<file path="config.mk">
export PLATFORM = sky130hd
export DESIGN_NAME = lif_spike_generator_flat
export DESIGN_NICKNAME = d
export VERILOG_FILES = /design/src/rtl/lif_spike_generator_if.sv /design/src/rtl/lif_spike_generator.sv /design/src/flat_wrapper.sv
export SDC_FILE = /design/constraint.sdc
export NUM_CORES = 1
export LEC_CHECK = 0
export CORE_MARGIN = 2
export CORE_UTILIZATION = 57
export CTS_CLUSTER_DIAMETER = 30
export CTS_CLUSTER_SIZE = 12
export DETAILED_ROUTE_END_ITERATION = 8
export PLACE_DENSITY = 0.85
export RECOVER_POWER = 25
export SKIP_CTS_REPAIR_TIMING = 1
export SYNTH_ARGS = -nofsm -noshare
export SYNTH_HDL_FRONTEND = slang
export SYNTH_SLANG_ARGS = --single-unit
export TNS_END_PERCENT = 50
</file>
<file path="constraint.sdc">
create_clock -name clk -period 10.82 [get_ports clk]
set_clock_uncertainty 0.1 [all_clocks]
set_input_delay 1.082 -clock clk [delete_from_list [all_inputs] [get_ports clk]]
set_output_delay 1.082 -clock clk [all_outputs]
set_load 0.05 [all_outputs]
</file>
<file path="src/rtl/lif_spike_generator_if.sv">
// Bus between the current calculator and the LIF neuron: timestep strobe, current,
// neuron configuration, and the spike/potential/refractory status.
`timescale 1ns/1ps
interface lif_spike_generator_if #(
    parameter int unsigned CURRENT_WIDTH = 5,
    parameter int unsigned POT_WIDTH     = 8,
    parameter int unsigned REFRAC_WIDTH  = 4
);
    logic                     step_en;
    logic [CURRENT_WIDTH-1:0] input_current;
    logic [POT_WIDTH-1:0]     threshold;
    logic [2:0]               decay_shift;
    logic [REFRAC_WIDTH-1:0]  refractory_period;
    logic                     spike_out;
    logic [POT_WIDTH-1:0]     membrane_potential;
    logic                     refractory;

    modport master (
        output step_en, input_current, threshold, decay_shift, refractory_period,
        input  spike_out, membrane_potential, refractory
    );

    modport slave (
        input  step_en, input_current, threshold, decay_shift, refractory_period,
        output spike_out, membrane_potential, refractory
    );
endinterface

</file>
<file path="src/rtl/lif_spike_generator.sv">
// Leaky integrate-and-fire neuron: integrates signed current per timestep strobe,
// shift leak, fires on threshold, then a refractory hold. LIF_SPIKE_COUNT_EN adds a spike counter.
`timescale 1ns/1ps
module lif_spike_generator #(
    parameter int unsigned CURRENT_WIDTH = 5,
    parameter int unsigned POT_WIDTH     = 8,
    parameter int unsigned REFRAC_WIDTH  = 4
) (
    input  logic clk,
    input  logic rst_n,
`ifdef LIF_SPIKE_COUNT_EN
    input  logic       count_clr,
    output logic [7:0] spike_count,
`endif
    lif_spike_generator_if.slave bus
);
    // Two guard bits: one for the sign, one for overflow past 2^POT_WIDTH-1
    localparam int unsigned SUM_W = POT_WIDTH + 2;

    typedef enum logic {
        INTEGRATE  = 1'b0,
        REFRACTORY = 1'b1
    } state_t;

    state_t                  state_q, state_d;
    logic [POT_WIDTH-1:0]    pot_q, pot_d;
    logic [REFRAC_WIDTH-1:0] cnt_q, cnt_d;
    logic                    spike_q, spike_d;

    logic [POT_WIDTH-1:0] leak;
    logic [SUM_W-1:0]     cur_ext;
    logic [SUM_W-1:0]     sum;
    logic [POT_WIDTH-1:0] clamped;

    assign cur_ext = {{(SUM_W-CURRENT_WIDTH){bus.input_current[CURRENT_WIDTH-1]}}, bus.input_current};

    // State register
    always_ff @(posedge clk) begin
        if (!rst_n) begin
            state_q <= INTEGRATE;
            pot_q   <= '0;
            cnt_q   <= '0;
            spike_q <= 1'b0;
        end else begin
            state_q <= state_d;
            pot_q   <= pot_d;
            cnt_q   <= cnt_d;
            spike_q <= spike_d;
        end
    end

    // Next-state: integrate/leak/fire, or count down the refractory strobes
    always_comb begin
        state_d = state_q;
        pot_d   = pot_q;
        cnt_d   = cnt_q;
        spike_d = 1'b0;
        leak    = '0;
        sum     = '0;
        clamped = '0;
        if (bus.step_en) begin
            case (state_q)
                INTEGRATE: begin
                    leak = (bus.decay_shift == 3'd0) ? '0 : (pot_q >> bus.decay_shift);
                    sum  = SUM_W'(pot_q) - SUM_W'(leak) + cur_ext;
                    if (sum[SUM_W-1])
                        clamped = '0;
                    else if (|sum[SUM_W-2:POT_WIDTH])
                        clamped = '1;
                    else
                        clamped = sum[POT_WIDTH-1:0];
                    if (clamped >= bus.threshold) begin
                        spike_d = 1'b1;
                        pot_d   = '0;
                        if (bus.refractory_period != '0) begin
                            state_d = REFRACTORY;
                            cnt_d   = bus.refractory_period;
                        end
                    end else begin
                        pot_d = clamped;
                    end
                end
                REFRACTORY: begin
                    pot_d = '0;
                    if (cnt_q == REFRAC_WIDTH'(1)) begin
                        cnt_d   = '0;
                        state_d = INTEGRATE;
                    end else begin
                        cnt_d = cnt_q - REFRAC_WIDTH'(1);
                    end
                end
                default: state_d = INTEGRATE;
            endcase
        end
    end

    assign bus.spike_out          = spike_q;
    assign bus.membrane_potential = pot_q;
    assign bus.refractory         = (state_q == REFRACTORY);

`ifdef LIF_SPIKE_COUNT_EN
    // Saturating fire counter; clear wins over a simultaneous fire
    always_ff @(posedge clk) begin
        if (!rst_n || count_clr)
            spike_count <= 8'd0;
        else if (spike_d && spike_count != 8'hFF)
            spike_count <= spike_count + 8'd1;
    end
`endif
endmodule

</file>
<file path="src/flat_wrapper.sv">
// flat-port wrapper written by rule: the top's interface ports become plain ports
module lif_spike_generator_flat 
#(
    parameter int unsigned CURRENT_WIDTH = 5,
    parameter int unsigned POT_WIDTH     = 8,
    parameter int unsigned REFRAC_WIDTH  = 4
)
  (clk, rst_n, bus_step_en, bus_input_current, bus_threshold, bus_decay_shift, bus_refractory_period, bus_spike_out, bus_membrane_potential, bus_refractory);
  lif_spike_generator_if #(.CURRENT_WIDTH(CURRENT_WIDTH), .POT_WIDTH(POT_WIDTH), .REFRAC_WIDTH(REFRAC_WIDTH)) bus_i ();
  input  logic clk;
  input  logic rst_n;
  input wire logic [$bits(bus_i.step_en)-1:0] bus_step_en;
  input wire logic [$bits(bus_i.input_current)-1:0] bus_input_current;
  input wire logic [$bits(bus_i.threshold)-1:0] bus_threshold;
  input wire logic [$bits(bus_i.decay_shift)-1:0] bus_decay_shift;
  input wire logic [$bits(bus_i.refractory_period)-1:0] bus_refractory_period;
  output wire logic [$bits(bus_i.spike_out)-1:0] bus_spike_out;
  output wire logic [$bits(bus_i.membrane_potential)-1:0] bus_membrane_potential;
  output wire logic [$bits(bus_i.refractory)-1:0] bus_refractory;
  assign bus_i.step_en = bus_step_en;
  assign bus_i.input_current = bus_input_current;
  assign bus_i.threshold = bus_threshold;
  assign bus_i.decay_shift = bus_decay_shift;
  assign bus_i.refractory_period = bus_refractory_period;
  assign bus_spike_out = bus_i.spike_out;
  assign bus_membrane_potential = bus_i.membrane_potential;
  assign bus_refractory = bus_i.refractory;
  lif_spike_generator #(.CURRENT_WIDTH(CURRENT_WIDTH), .POT_WIDTH(POT_WIDTH), .REFRAC_WIDTH(REFRAC_WIDTH)) u_core (.clk(clk), .rst_n(rst_n), .bus(bus_i));
endmodule
</file>
==> impl_metrics.py, run 1 <==
metrics = {
    "place": {
        "portBuffers": 32,
        "place_inst": 306,
        "placed_area_um2": 2160,
        "place_congestion": 0.918,
        "dp_slack_ns": 3.46,
        "post-dp-hpwl_mm": 3.27,
    },
    "critical_path": {
        "startpoint_type": "input pin",
        "arrival_ns": 7.28,
        "cp-end-kind": "flip-flop",
        "required_ns": 10.94,
        "crit_type": "in2reg",
        "crit_path_max_fanout": 11,
        "rrSetupSlack_ns": 4.69,
    },
    "routing": {
        "wl_per_cell_um": 13.0,
        "via_per_inst": 5.64,
        "drt_wl_total_mm": 4.04,
        "drcViolationCount": 0,
        "vias": 1747,
        "ant_nets": 0,
        "drt-pass1-iter-count": 4,
        "dr.first_iter.drc_count": 112,
    },
    "global_routing": {
        "grt_pass1_vias": 1607,
        "antenna_found_initial": 0,
        "overflow": 0,
        "grt_pass1_wl_mm": 7.06,
        "grt_max_degree": 15,
        "grt_usage_pct": 24.7,
    },
    "final_layout": {
        "instances_no_fill": 310,
        "fin_area_um2": 2190,
        "num_antenna_cells": 0,
        "syn2layout_area_growth_pct": 20.8,
        "final_common_cell": "nand2_1",
        "nets": 319,
        "drive_above_1_share_pct": 4.51,
        "mostFrequentLayoutCells": "nand2_1 (30), ha_1 (27), clkdlybuf4s50_1 (26), nor2_1 (24), inv_1 (20)",
    },
    "timing": {
        "max_freq_ghz": 0.140,
        "setup_tns_ns": 0,
        "slew_violations": 0,
        "hold_viol_final": 0,
        "finalWorstSetupSlack_ns": 3.65,
        "tightest_slew_ns": 0.618,
        "setup_viol_count_final": 0,
        "max-slew-margin-rel_pct": 58.8,
        "rsz0062_at_grt": "no",
        "post-route-min-period_ns": 7.17,
        "period_share_pct": 66.2,
    },
    "synthesis": {
        "synth_cell_types": 49,
        "synthFlopType": "dfxtp_1",
        "ys.warnings.count": 0,
        "synth_cells": 237,
        "synth_enable_flop_cells": 0,
        "ys_seq_area_share_pct": 15.4,
        "netlist_area_um2": 1820,
        "avgSynthCellArea_um2": 7.66,
        "synth-seq-cells": 14,
        "syn-num-nets": 289,
        "async_flop_share_pct": 0,
    },
    "floorplanning": {
        "dieArea_um2": 3650,
        "rows": 20,
        "start_util_pct": 59.5,
        "core_um2": 3050,
        "io_pins": 33,
        "die_h_um": 60.4,
        "die_w_um": 60.4,
    },
    "hold_path": {
        "hp-class": "reg2reg",
    },
    "clocking": {
        "cts-buffers-inserted": 3,
        "clk_pin_slew_ns": 0.09,
        "clockBufferDepth": 2,
        "htreeDepth": 1,
        "cts_sinks": 14,
        "cts_tree": "yes",
        "root_buffer": "clkbuf_4",
        "insertion_delay_ns": 0.28,
    },
    "run": {
        "drv_cap": 0,
    },
    "status": {
        "status": "complete, no violations",
    },
    "pwr": {
        "power_uw": 719,
        "powerDensity_nw_per_um2": 328,
        "vdd_ir_drop_max_v": 0.000218,
        "p_leak_nw": 0.996,
    },
}
power breakdown:
part,internal [mW],switching [mW]
sequential,0.0686,0.0200
clock,0.0205,0.0175
combinational,0.260,0.332
final timing paths:
check / from / endpoint / cells past startpoint
worst max-delay path: bus_decay_shift[0] / u_core.bus.membrane_potential[7]$_SDFFE_PN0P_ / 22
worst min-delay path: u_core.cnt_q[1]$_SDFFE_PN0P_ / u_core.cnt_q[1]$_SDFFE_PN0P_ / 2
worst max register to register: u_core.bus.membrane_potential[6]$_SDFFE_PN0P_ / u_core.bus.membrane_potential[7]$_SDFFE_PN0P_ / 21
worst min register to register: u_core.cnt_q[1]$_SDFFE_PN0P_ / u_core.cnt_q[1]$_SDFFE_PN0P_ / 2
flip-flops by register name, indices dropped and copies added, names as in the netlist:
name	count
u_core.bus.refractory	1
u_core.bus.membrane_potential	8
u_core.bus.spike_out	1
u_core.cnt_q	4
worst max-delay path, stage by stage:
cell	delay [ns]
clkdlybuf4s50_1	0.71
mux2i_1	0.14
or3b_2	0.44
and3_1	0.21
ha_1	0.26
nor2b_1	0.12
o21ai_0	0.19
a21oi_1	0.12
o41ai_1	0.32
xor2_1	0.30
ha_1	0.30
a21oi_1	0.25
o211ai_1	0.18
a311oi_2	0.60
nor2_1	0.16
nor2_1	0.13
ha_1	0.25
a21o_1	0.18
a221o_1	0.35
a41oi_2	0.25
or3b_1	0.51
a22oi_2	0.21
cell usage after synthesis (2+ instances only):
cell type	count	area, um^2
xor2_1	3	26.3
fa_1	2	40.0
and3_1	4	25.0
a211oi_1	2	15.0
o211ai_1	3	22.5
o41ai_1	3	26.3
dfxtp_1	14	280
o21ai_0	11	55.1
ha_1	27	338
inv_1	20	75.1
and2_1	2	12.5
o21ai_1	7	35.0
nor3_1	2	10.0
a221oi_1	2	17.5
a21o_1	6	45.0
o21bai_1	2	15.0
a21oi_1	11	55.1
nand2_1	30	113
nor2b_1	9	56.3
mux2_2	2	22.5
mux2i_1	10	100
nor2_1	24	90.1
nand2b_1	2	12.5
a2111oi_0	2	17.5
clkbuf_1	5	18.8
xnor2_1	9	78.8
kinds of logic after synthesis:
| family | Yosys count | synth area share [%] |
|---|---|---|
| AND/OR/NAND/NOR | 80 | 20.4 |
| buffers and inverters | 27 | 6.00 |
| flip-flops | 14 | 15.4 |
| multiplexers | 12 | 6.75 |
| XOR/XNOR | 12 | 5.79 |
| adder cells (fa/ha/maj) | 29 | 20.8 |
| AO/OA/AOI/OAI | 63 | 24.8 |
per-stage QoR:
step	util [%]	hold slack, ns
floorplan	-	0.352
global placement	70.7	0.372
detailed placement	70.7	0.378
CTS	71.8	0.396
global route	71.8	0.407
finish	71.8	0.389
routing by layer:
metal	up-vias	routed length, um	GRT usage [%]
li1	904	-	-
met1	792	2010	36.5
met2	51	1830	40.2
met3	0	205	3.62
met4	0	0	1.86
met5	-	0	0
layout make-up:
cell class / instances / area (um^2)
inverter: 20 / 75.1
tap: 44 / 55.1
fill: 268 / 860
clock buffer: 4 / 36.3
sequential: 14 / 280
timing repair buffer: 32 / 320
multi-input combinational: 196 / 1430
No activity file was read; power rests on OpenSTA's default activity.
==> run 2, diff against run 1 <==
--- a/config.mk
+++ b/config.mk
@@ -6,11 +6,11 @@
 export NUM_CORES = 1
 export LEC_CHECK = 0
 export CORE_MARGIN = 2
-export CORE_UTILIZATION = 57
+export CORE_UTILIZATION = 53
 export CTS_CLUSTER_DIAMETER = 30
 export CTS_CLUSTER_SIZE = 12
 export DETAILED_ROUTE_END_ITERATION = 8
-export PLACE_DENSITY = 0.85
+export PLACE_DENSITY = 0.8
 export RECOVER_POWER = 25
 export SKIP_CTS_REPAIR_TIMING = 1
 export SYNTH_ARGS = -nofsm -noshare
==> constraint.sdc (replaced) <==
create_clock -name clk -period 7.3 [get_ports clk]
set_clock_uncertainty 0.1 [all_clocks]
set_input_delay 0.73 -clock clk [delete_from_list [all_inputs] [get_ports clk]]
set_output_delay 0.73 -clock clk [all_outputs]
set_load 0.05 [all_outputs]
==> run 2 against run 1 <==
  * Combinational power up 52%
  * Wire length is 0.87% lower
  * Die area up 7.0%
  * Cell count is 0.65% higher
  * Clock power up 53%
  * Sequential share of layout area is 0.080 points lower
  * Total power up 51%
  * Via count shrank 3.4%
  * Register-to-register slack worse by 3.4 ns
  * Highest routed layer is now met4
==> impl_metrics.py, run 2 (synthesized netlist as in run 1, its figures left out) <==
metrics = {
    "status": {
        "status": "complete, no violations",
    },
    "floorplanning": {
        "start_util_pct": 54.8,
        "dieArea_um2": 3910,
        "rows": 21,
        "die_h_um": 62.5,
        "core_um2": 3310,
        "io_pins": 33,
        "die_w_um": 62.5,
    },
    "routing": {
        "highest_layer": "met4",
        "wl_met1_mm": 2.05,
        "wl_met3_um": 118,
        "met2_length_mm": 1.77,
        "vias": 1688,
        "wl_per_cell_um": 12.8,
        "drt-pass1-iter-count": 4,
        "dr.first_iter.drc_count": 78,
        "ant_nets": 0,
        "drcViolationCount": 0,
        "drt_wl_total_mm": 4.01,
        "via_per_inst": 5.41,
    },
    "clocking": {
        "cts_tree": "yes",
        "clk_pin_slew_ns": 0.09,
        "insertion_delay_ns": 0.30,
        "clockBufferDepth": 2,
        "htreeDepth": 1,
        "cts_sinks": 14,
        "cts-buffers-inserted": 3,
        "root_buffer": "clkbuf_4",
    },
    "critical_path": {
        "crit_type": "in2reg",
        "required_ns": 7.43,
        "crit_buf_inv": 1,
        "crit_family": "compound AO/OA/AOI/OAI gates",
        "slowest_stage": "clkdlybuf4s50_1",
        "crit_path_max_fanout": 11,
        "arrival_ns": 6.79,
        "cpMostUsedCell": "ha_1",
        "crit_path_cell_trace": "clkdlybuf4s50_1, mux2i_1, or3b_2, and3_1, ha_1, nor2b_1, o21ai_0, a21oi_1, o41ai_1, xor2_1, ha_1, a21oi_1, o211ai_1, a311oi_4, nor2_1, nor2_1, ha_1, a21o_1, a221o_1, a41oi_2, or3b_1, a22oi_2",
        "cp-end-kind": "flip-flop",
        "startpoint_type": "input pin",
        "cpPeakStageDelay_ns": 0.69,
    },
    "global_routing": {
        "overflow": 0,
        "grt_pass1_wl_mm": 7.12,
        "grt_max_degree": 15,
        "antenna_found_initial": 0,
        "grt_usage_pct": 22.1,
        "grt_pass1_vias": 1589,
    },
    "final_layout": {
        "mostFrequentLayoutCells": "nand2_1 (30), ha_1 (27), clkdlybuf4s50_1 (26), nor2_1 (24), inv_1 (20)",
        "final_common_cell": "nand2_1",
        "drive_above_1_share_pct": 4.51,
        "largest_register_ffs": 8,
        "fin_area_um2": 2210,
        "num_antenna_cells": 0,
        "syn2layout_area_growth_pct": 21.6,
        "nets": 319,
        "fillerInstances": 307,
        "instances_no_fill": 312,
    },
    "place": {
        "post-dp-hpwl_mm": 3.27,
        "portBuffers": 32,
        "placed_area_um2": 2160,
        "place_inst": 308,
        "place_congestion": 0.788,
        "dp_slack_ns": 0.293,
    },
    "pwr": {
        "p_leak_nw": 0.998,
        "vdd_ir_drop_max_v": 0.000270,
        "power_mw": 1.09,
        "powerDensity_nw_per_um2": 492,
    },
    "timing": {
        "post-route-min-period_ns": 6.65,
        "rsz0062_at_grt": "no",
        "tightest_slew_ns": 0.504,
        "max_freq_ghz": 0.150,
        "setup_tns_ns": 0,
        "setup_viol_count_final": 0,
        "period_share_pct": 91.1,
        "hold_viol_final": 0,
        "max-slew-margin-rel_pct": 65.5,
        "slew_violations": 0,
        "finalWorstSetupSlack_ns": 0.646,
    },
    "hold_path": {
        "hp-class": "reg2reg",
    },
    "run": {
        "drv_cap": 0,
    },
}
[run 2: cell types whose count changed in the layout (fill, tap and decap cells not counted)]
| cell | before | now |
|---|---|---|
| a311oi_4 | 0 | 1 |
| a311oi_2 | 1 | 0 |
[run 2: area by class of cell]
cell class	count	area (um^2)	share of cell area, %
Timing Repair Buffer	32	320	14.5
Clock buffer	4	36.3	1.64
Multi-Input combinational cell	196	1440	65.1
Tap cell	46	57.6	2.61
Inverter	20	75.1	3.40
Sequential cell	14	280	12.7
[run 2: worst register-to-register path: cells and delay by family, from the launching register on]
kind / cells / cell delay (ns)
xor gates and xnor gates: 1 / 0.28
muxes: 1 / 0.15
AOI/OAI and AO/OA: 10 / 2.58
and+or+nand+nor: 6 / 1.55
DFF: 1 / 0.51
adders and majority gates: 3 / 0.80
[run 2: per-layer routing]
metal / GRT usage (%) / up-vias
met1: 30.7 / 745
li1: - / 904
met3: 2.88 / 8
met2: 35.9 / 31
met4: 5.83 / 0
met5: 0 / -
[run 2: through the flow]
step | utilization (%) | hold slack (ns)
after floorplan | - | 0.352
after global placement | 65.2 | 0.368
after detailed placement | 65.2 | 0.369
after CTS | 66.3 | 0.381
after global routing | 66.7 | 0.417
final | 66.7 | 0.375
[run 2: path summary, 6_finish.rpt]
| path | cells past startpoint | slack [ns] | to | from |
|---|---|---|---|---|
| max | 22 | 0.65 | u_core.bus.membrane_potential[7]$_SDFFE_PN0P_ | bus_decay_shift[0] |
| min | 2 | 0.38 | u_core.bus.membrane_potential[0]$_SDFFE_PN0P_ | u_core.bus.membrane_potential[0]$_SDFFE_PN0P_ |
| min reg2reg | 2 | 0.38 | u_core.bus.membrane_potential[0]$_SDFFE_PN0P_ | u_core.bus.membrane_potential[0]$_SDFFE_PN0P_ |
| max reg2reg | 21 | 1.26 | u_core.bus.membrane_potential[7]$_SDFFE_PN0P_ | u_core.bus.membrane_potential[6]$_SDFFE_PN0P_ |
[run 2: power breakdown]
group          internal, mW  switching, mW
sequential            0.102         0.0299
clock                0.0304         0.0277
combinational         0.395          0.502
total                 0.527          0.560
